==> src/rtl/grid_seq_pkg.sv <==
// Shared types and sizing helpers for the grid load sequencer.
package grid_seq_pkg;

  typedef enum logic [1:0] {
    IDLE  = 2'd0,
    LOAD  = 2'd1,
    READY = 2'd2,
    RUN   = 2'd3
  } seq_state_t;

  function automatic int unsigned bit_count_width(input int unsigned data_size);
    return $clog2(data_size + 1);
  endfunction

endpackage

==> src/rtl/grid_load_sequencer_word_serializer.sv <==
// Parallel-in serial-out word buffer, LSB presented first on bit_out.
module word_serializer #(
  parameter int unsigned WORD_WIDTH = 8
) (
  input  logic                  clk,
  input  logic                  rst,
  input  logic                  load,
  input  logic                  shift,
  input  logic                  flush,
  input  logic [WORD_WIDTH-1:0] word_in,
  output logic                  bit_out,
  output logic                  empty,
  output logic                  last_bit,
  output logic                  empty_next,
  output logic                  last_bit_next
);

  localparam int unsigned CNT_W = $clog2(WORD_WIDTH + 1);

  logic [WORD_WIDTH-1:0] data_q, data_d;
  logic [CNT_W-1:0]      cnt_q, cnt_d;

  always_comb begin
    data_d = data_q;
    cnt_d  = cnt_q;
    if (flush) begin
      data_d = '0;
      cnt_d  = '0;
    end else if (load) begin
      data_d = word_in;
      cnt_d  = CNT_W'(WORD_WIDTH);
    end else if (shift && (cnt_q != '0)) begin
      data_d = data_q >> 1;
      cnt_d  = cnt_q - CNT_W'(1);
    end
  end

  always_ff @(posedge clk) begin
    if (rst) begin
      data_q <= '0;
      cnt_q  <= '0;
    end else begin
      data_q <= data_d;
      cnt_q  <= cnt_d;
    end
  end

  // Look-ahead flags let the parent register its handshake outputs.
  assign bit_out       = data_q[0];
  assign empty         = (cnt_q == '0);
  assign last_bit      = (cnt_q == CNT_W'(1));
  assign empty_next    = (cnt_d == '0);
  assign last_bit_next = (cnt_d == CNT_W'(1));

endmodule

==> src/rtl/grid_load_sequencer.sv <==
// Loads a grid into the cell memory bit-serially, then issues RUN_MODE
// strobes on STEP_TICK and counts generations.
module grid_load_sequencer
  import grid_seq_pkg::*;
#(
  parameter int unsigned DATA_SIZE  = 25,
  parameter int unsigned WORD_WIDTH = 8,
  parameter int unsigned GEN_WIDTH  = 16
) (
  input  logic                  CLK,
  input  logic                  RESET,
  input  logic                  LOAD_START,
  input  logic [WORD_WIDTH-1:0] WORD_IN,
  input  logic                  WORD_VALID,
  output logic                  WORD_READY,
  input  logic                  RUN_ENABLE,
  input  logic                  STEP_TICK,
  output logic                  SERIAL_OUT,
  output logic                  LOAD_MODE,
  output logic                  RUN_MODE,
  output logic                  LOADED,
  output logic [GEN_WIDTH-1:0]  GENERATION
);

  localparam int unsigned     CW         = bit_count_width(DATA_SIZE);
  localparam logic [CW-1:0]   LAST_CELL  = CW'(DATA_SIZE - 1);
  localparam logic [CW-1:0]   B2B_LIMIT  = CW'(DATA_SIZE - 2);

  seq_state_t           state_q, state_d;
  logic [CW-1:0]        cells_q, cells_d;
  logic                 loaded_q, loaded_d;
  logic [GEN_WIDTH-1:0] gen_q, gen_d;
  logic                 word_ready_q, word_ready_d;
  logic                 load_mode_q, load_mode_d;
  logic                 run_mode_q, run_mode_d;

  logic ser_load, ser_shift, ser_flush;
  logic ser_bit, ser_empty, ser_last, ser_empty_next, ser_last_next;
  logic accept, consume;

  word_serializer #(
    .WORD_WIDTH(WORD_WIDTH)
  ) u_ser (
    .clk          (CLK),
    .rst          (RESET),
    .load         (ser_load),
    .shift        (ser_shift),
    .flush        (ser_flush),
    .word_in      (WORD_IN),
    .bit_out      (ser_bit),
    .empty        (ser_empty),
    .last_bit     (ser_last),
    .empty_next   (ser_empty_next),
    .last_bit_next(ser_last_next)
  );

  always_comb begin
    state_d    = state_q;
    cells_d    = cells_q;
    loaded_d   = loaded_q;
    gen_d      = gen_q;
    run_mode_d = 1'b0;
    ser_load   = 1'b0;
    ser_shift  = 1'b0;
    ser_flush  = 1'b0;
    accept     = WORD_VALID && word_ready_q;
    consume    = 1'b0;

    case (state_q)
      IDLE: begin
        if (LOAD_START) state_d = LOAD;
      end
      LOAD: begin
        // The bit on SERIAL_OUT is taken by the memory at this edge; a new
        // word is only accepted once that bit is the buffer's last.
        consume   = !ser_empty;
        ser_load  = accept;
        ser_shift = consume && !accept;
        if (consume) cells_d = cells_q + CW'(1);
        if (consume && (cells_q == LAST_CELL)) begin
          state_d   = READY;
          loaded_d  = 1'b1;
          ser_flush = !ser_last;
        end
      end
      READY: begin
        if (LOAD_START)      state_d = LOAD;
        else if (RUN_ENABLE) state_d = RUN;
      end
      RUN: begin
        if (LOAD_START) begin
          state_d = LOAD;
        end else begin
          if (!RUN_ENABLE) state_d = READY;
          if (STEP_TICK) begin
            run_mode_d = 1'b1;
            if (gen_q != '1) gen_d = gen_q + GEN_WIDTH'(1);
          end
        end
      end
      default: state_d = IDLE;
    endcase

    if ((state_q != LOAD) && (state_d == LOAD)) begin
      cells_d   = '0;
      loaded_d  = 1'b0;
      gen_d     = '0;
      ser_flush = 1'b1;
    end

    load_mode_d  = (state_d == LOAD) && !ser_empty_next;
    word_ready_d = (state_d == LOAD) &&
                   (ser_empty_next || (ser_last_next && (cells_d <= B2B_LIMIT)));
  end

  always_ff @(posedge CLK) begin
    if (RESET) begin
      state_q      <= IDLE;
      cells_q      <= '0;
      loaded_q     <= 1'b0;
      gen_q        <= '0;
      word_ready_q <= 1'b0;
      load_mode_q  <= 1'b0;
      run_mode_q   <= 1'b0;
    end else begin
      state_q      <= state_d;
      cells_q      <= cells_d;
      loaded_q     <= loaded_d;
      gen_q        <= gen_d;
      word_ready_q <= word_ready_d;
      load_mode_q  <= load_mode_d;
      run_mode_q   <= run_mode_d;
    end
  end

  assign WORD_READY = word_ready_q;
  assign SERIAL_OUT = ser_bit;
  assign LOAD_MODE  = load_mode_q;
  assign RUN_MODE   = run_mode_q;
  assign LOADED     = loaded_q;
  assign GENERATION = gen_q;

endmodule
==> config.mk <==
export PLATFORM = sky130hd
export DESIGN_NAME = grid_load_sequencer
export DESIGN_NICKNAME = d
export VERILOG_FILES = /design/src/rtl/grid_seq_pkg.sv /design/src/rtl/grid_load_sequencer_word_serializer.sv /design/src/rtl/grid_load_sequencer.sv
export SDC_FILE = /design/constraint.sdc
export NUM_CORES = 1
export LEC_CHECK = 0
export CAP_MARGIN = 40
export CORE_MARGIN = 2
export CORE_UTILIZATION = 56
export CTS_CLUSTER_SIZE = 16
export DETAILED_ROUTE_END_ITERATION = 10
export MAX_ROUTING_LAYER = met4
export PLACE_DENSITY = 0.9
export SLEW_MARGIN = 25
export SYNTH_ARGS = -nofsm -noshare
export SYNTH_HDL_FRONTEND = slang
export SYNTH_SLANG_ARGS = --single-unit
==> constraint.sdc <==
create_clock -name CLK -period 3.7 [get_ports CLK]
set_input_delay 0.74 -clock CLK [delete_from_list [all_inputs] [get_ports CLK]]
set_output_delay 0.74 -clock CLK [all_outputs]
set_load 0.01 [all_outputs]
==> results.json, run 1 <==
{
  "worstHoldStart": "u_ser.data_q[7]",
  "nets": 274,
  "clock-root-buffer": "clkbuf_4",
  "routed_wl_mm": 4.20,
  "worstSetupPathType": "reg -> reg",
  "power_mw": 0.692,
  "crit_slowest_cell": "nor2b_1",
  "clock_power_share_pct": 30.7,
  "status": "completed",
  "fp.dieArea_um2": 3920,
  "syn_area_um2": 1920,
  "finish.instance_area_um2": 2340,
  "p_seq_share_pct": 61.7,
  "place_area_um2": 2290,
  "htree_levels": 2,
  "async_reset_ff_share_pct": 0,
  "grt_pass1_vias": 1647,
  "cts_resized": 0,
  "crit_cells": 5,
  "numClockSinks": 39,
  "grt_pass1_wl_mm": 7.23,
  "grt_max_degree": 23,
  "r2r_slack_ps": 1420,
  "antenna_found_initial": 0,
  "critPathTopFamily": "simple AND/OR/NAND/NOR gates",
  "syn_inst": 222,
  "report.final.slew_viol_count": 0,
  "vias_per_cell": 5.77,
  "crit_path_end": "u_ser.cnt_q[1]",
  "setup_violations": 0,
  "timing.hold.ws_ps": 477,
  "min_period_over_period_pct": 61.5,
  "syn_area_per_cell_um2": 8.66,
  "vias": 1742,
  "crit_chain": "nor2b_1 -> nand2_2 -> nor2_2 -> a21o_1 -> nor4_1",
  "cp-start-kind": "flip-flop",
  "r2r_start": "state_q[0]",
  "core_um2": 3310,
  "grt-ovfl-total": 0,
  "reg2regPathDepth": 5,
  "cts_buffers": 5,
  "max_stage_delay_ps": 610,
  "ys_top_cells_by_area": "dfxtp_1, nor2_1, xnor2_1",
  "arrival_ps": 2500,
  "hold_violations": 0,
  "drv_cap": 0,
  "cts_setup_buffers": 0,
  "die_h_um": 62.6,
  "peakVddDrop_mv": 0.290,
  "fin_skew_ps": 12.1,
  "ys_top_cells_by_count": "nor2_1, dfxtp_1, nand2_1, xnor2_1, nand3_1",
  "fillers": 272,
  "synth_area_leader_cell": "dfxtp_1",
  "top_level_ports": 35,
  "startpoint": "state_q[0]",
  "grtUsageTotal_pct": 23.3,
  "num_antenna_cells": 0,
  "synth_cell_types": 46,
  "crit-reg2reg-capture": "u_ser.cnt_q[1]",
  "swShare_pct": 24.6,
  "synth-edff-count": 0,
  "synthFlopType": "dfxtp_1",
  "clkTransAtPathRegs_ps": 120,
  "wl_per_cell_um": 13.9,
  "internal_power_mw": 0.522,
  "first_pass_iters": 4,
  "drtAntennaViolNets": 0,
  "dp.final_hpwl_mm": 3.01,
  "start_util_pct": 58.1,
  "rows": 21,
  "gp_congestion": 0.852,
  "drive_gt1_share_pct": 7.03,
  "syn_to_final_growth_pct": 21.9,
  "rsz0062_at_grt": "no",
  "port-buffer-count": 34,
  "fmax_mhz": 439,
  "powerDensity_nw_per_um2": 295,
  "hp-class": "reg -> reg",
  "p_leak_nw": 0.760,
  "p_sw_mw": 0.170,
  "die_w_um": 62.6,
  "hold_buffers": 0,
  "crit_fanout": 12,
  "synth_nets": 241,
  "yosysSeqAreaShare_pct": 40.6,
  "drt-initial-drc-count": 109,
  "cts_buffer_depth": 2,
  "worstPathRequired_ps": 3930,
  "tightest_slew_ps": 703,
  "setup_tns_ps": 0,
  "relSlewSlack_pct": 53.1,
  "p_comb_share_pct": 7.6,
  "synth_most_common_cell": "nor2_1",
  "ys_ff_latch": 39,
  "clk_latency_ps": 350,
  "yosysWarnings": 0,
  "end_kind": "flip-flop",
  "yosys.area.top_type_share_pct": 40.6,
  "cts_tree": "yes",
  "drc": 0,
  "cp_num_buf_inv": 0,
  "finalCriticalPeriod_ps": 2280
}
## worst reg2reg max path, delay by kind of cell, from the launching register on
kind | cells | cell delay, ps
simple gates | 4 | 1310
flops | 1 | 440
compound gates | 1 | 400
## how the worst min path moves through the flow
stage / to / slack [ps] / cells after the start
floorplan: u_ser.data_q[7] / 450 / 2
global placement: LOADED / 450 / 2
detailed placement: u_ser.data_q[7] / 460 / 2
CTS: u_ser.data_q[7] / 480 / 2
global route: u_ser.data_q[7] / 520 / 2
finish: u_ser.data_q[7] / 480 / 2
## power groups by stage
stage	Sequential [mW]	Clock [mW]	Combinational, mW
2_1_floorplan	0.436	0	0.0275
3_3_place_gp	0.436	0	0.0517
3_5_place_dp	0.436	0	0.0522
4_1_cts	0.427	0.216	0.0523
5_1_grt	0.428	0.238	0.0573
6_report	0.427	0.213	0.0526
## sequential cells by signal, summed over array words and instances (netlist names)
| name | count |
|---|---|
| GENERATION | 16 |
| LOADED | 1 |
| LOAD_MODE | 1 |
| RUN_MODE | 1 |
| WORD_READY | 1 |
| cells_q | 5 |
| state_q | 2 |
| u_ser.cnt_q | 4 |
| u_ser.data_q | 8 |
## per-layer routing
metal  routed length, um  part of all wire [%]  up-vias  track usage, %
met4                  53                   1.3        0            7.78
met2                2040                    48       40            37.5
met3                 177                   4.2        6            5.95
met5                   0                     0        -               -
met1                1930                    46      833            28.5
li1                    -                     -      863               -
## through the flow
stage	worst slack, ps	util (%)	cells
floorplan	1790	-	222
global placement	1200	69.2	294
detailed placement	1100	69.2	294
CTS	1460	70.8	302
global route	1200	70.8	302
finish	1420	70.8	302
## layout by cell type, fill, tap and decap left out, drive strengths merged, types with 2 or more instances in the layout
| cell type | n |
|---|---|
| a311oi | 3 |
| or4 | 2 |
| nor3b | 2 |
| o32ai | 2 |
| nand2 | 20 |
| clkbuf | 6 |
| a21oi | 8 |
| dfxtp | 39 |
| xor2 | 7 |
| nor2b | 2 |
| nor4 | 7 |
| and3 | 4 |
| clkdlybuf4s50 | 34 |
| nand3 | 10 |
| and4b | 2 |
| inv | 6 |
| nand4b | 2 |
| nor2 | 42 |
| xnor2 | 12 |
| o21ai | 3 |
| nor3 | 4 |
| ha | 5 |
| nand4 | 4 |
| a21o | 2 |
| a222oi | 4 |
| a211oi | 7 |
## cell families (layout without fill, tap and decap cells)
| group | after synthesis | in the layout | synth area share, % |
|---|---|---|---|
| AOI/OAI and AO/OA | 36 | 36 | 15.4 |
| xor gates and xnor gates | 19 | 19 | 8.65 |
| adders and majority gates | 5 | 5 | 3.25 |
| buffers and inverters | 15 | 49 | 3.19 |
| DFF | 39 | 39 | 40.6 |
| muxes | 1 | 1 | 0.521 |
| and+or+nand+nor | 107 | 107 | 28.4 |
## final cells by class
class                      count  area [um2]  share of cell area, %
inverter                       6        22.5                  0.961
sequential                    39         781                   33.3
clock inverter                 2        12.5                  0.534
timing repair buffer          35         348                   14.8
multi-input combinational    168        1080                   46.1
tap                           46        57.6                   2.46
clock buffer                   6        41.3                   1.76
No activity file was read; power rests on OpenSTA's default activity.
==> inputs of run 2 (changes only) <==
CORE_UTILIZATION = 52   (was 56)
PLACE_DENSITY = 0.84   (was 0.9)
clock period = 2.2 ns   (was 3.7 ns; I/O delays follow)
==> results.json, run 2 (synthesis results as in run 1) <==
{
  "tightest_slew_ps": 511,
  "cts_buffer_depth": 2,
  "numPlacedInstances": 309,
  "hp-class": "reg -> reg",
  "relSlewSlack_pct": 65.6,
  "cts_buffers": 5,
  "p_seq_share_pct": 52.9,
  "htree_levels": 2,
  "wl_per_cell_um": 13.8,
  "drt-initial-drc-count": 103,
  "fin_cells": 317,
  "layout_commonest_cell": "nor2_1",
  "grtUsageTotal_pct": 23.8,
  "drc": 0,
  "p_leak_nw": 0.853,
  "nets": 287,
  "num_antenna_cells": 0,
  "clock_power_share_pct": 39.5,
  "vias_per_cell": 5.60,
  "drv_cap": 0,
  "grt-ovfl-total": 0,
  "vias": 1776,
  "fin_skew_ps": 3.82,
  "dp.final_hpwl_mm": 3.18,
  "port-buffer-count": 34,
  "finalCriticalPeriod_ps": 2080,
  "r2r_slack_ps": 120,
  "worstSetupPathType": "reg -> reg",
  "setup_violations": 0,
  "cts_setup_buffers": 0,
  "clock-root-buffer": "clkbuf_8",
  "fp.dieArea_um2": 4200,
  "clk_latency_ps": 300,
  "setup_tns_ps": 0,
  "first_pass_iters": 5,
  "worstPathRequired_ps": 2400,
  "grt_max_degree": 23,
  "cts_resized": 0,
  "fmax_mhz": 482,
  "powerDensity_nw_per_um2": 542,
  "die_w_um": 64.8,
  "rows": 22,
  "cp-start-kind": "flip-flop",
  "hold_buffers": 0,
  "end_kind": "flip-flop",
  "p_comb_share_pct": 7.6,
  "rsz0062_at_grt": "no",
  "p_sw_mw": 0.305,
  "largest_reg_flops": 16,
  "power_mw": 1.36,
  "syn_to_final_growth_pct": 30.1,
  "internal_power_mw": 1.05,
  "fillers": 300,
  "core_um2": 3610,
  "cts_tree": "yes",
  "drive_gt1_share_pct": 11.5,
  "clkTransAtPathRegs_ps": 70,
  "gp_congestion": 0.851,
  "top_level_ports": 35,
  "antenna_found_initial": 0,
  "grt_pass1_wl_mm": 7.67,
  "layout_common_cells": "nor2_1, dfxtp_1, clkdlybuf4s50_1",
  "die_h_um": 64.8,
  "routed_wl_mm": 4.36,
  "swShare_pct": 22.5,
  "arrival_ps": 2280,
  "start_util_pct": 53.3,
  "peakVddDrop_mv": 0.368,
  "report.final.slew_viol_count": 0,
  "crit_fanout": 6,
  "min_period_over_period_pct": 94.4,
  "drtAntennaViolNets": 0,
  "hold_violations": 0,
  "grt_pass1_vias": 1707,
  "numClockSinks": 39,
  "status": "completed"
}
-- run 2: worst max-delay path: stages, from the launching register on --
cell      delay (ps)
dfxtp_1          350
inv_1             90
ha_1             240
or3b_4           440
a31oi_4          190
o221ai_2         120
or4_1            400
o32ai_1          140
-- run 2: area by class of cell --
class | instances | area, um2 | area share [%]
multi-input cells | 168 | 1080 | 43.2
flip-flops and latches | 39 | 781 | 31.2
repair buffers | 48 | 458 | 18.3
clock buffers | 8 | 100 | 4.00
well taps | 48 | 60.1 | 2.40
inverters | 6 | 22.5 | 0.900
-- run 2: path summary, 6_finish.rpt --
check | cells after the start | start | to
worst max-delay path | 7 | u_ser.cnt_q[1] | WORD_READY
worst min-delay path | 2 | LOADED | LOADED
worst max register to register | 7 | u_ser.cnt_q[1] | WORD_READY
worst min register to register | 2 | LOADED | LOADED
-- run 2: metal layers --
metal  GRT usage [%]  wire [um]  up-vias
met5               -          0        -
met4            9.57         97        0
met3            5.21        249        9
met2            35.2       1930       54
met1            31.7       2090      823
li1                -          -      890
-- run 2: power by group through the flow --
| stage | sequential, mW | clock, mW | combinational [mW] |
|---|---|---|---|
| 6_report | 0.717 | 0.536 | 0.102 |
| 5_1_grt | 0.718 | 0.583 | 0.111 |
| 4_1_cts | 0.717 | 0.550 | 0.102 |
| 3_5_place_dp | 0.734 | 0 | 0.102 |
| 3_3_place_gp | 0.733 | 0 | 0.100 |
| 2_1_floorplan | 0.734 | 0 | 0.0462 |
-- run 2: per-stage QoR --
step | setup slack (ps) | instance area, um2 | hold slack (ps) | util (%)
after CTS | 132 | 2500 | 481 | 69.4
final | 124 | 2500 | 483 | 69.4
after floorplan | 292 | 1920 | 447 | -
after detailed placement | 96.6 | 2400 | 470 | 66.6
after global placement | 150 | 2400 | 458 | 66.6
after global routing | 0.671 | 2500 | 501 | 69.4
==> inputs of run 3 (changes only) <==
SLEW_MARGIN = 20   (was 25)
==> results of run 3 <==
Same layout as run 2: the final DEF is identical, and so are final timing and power.
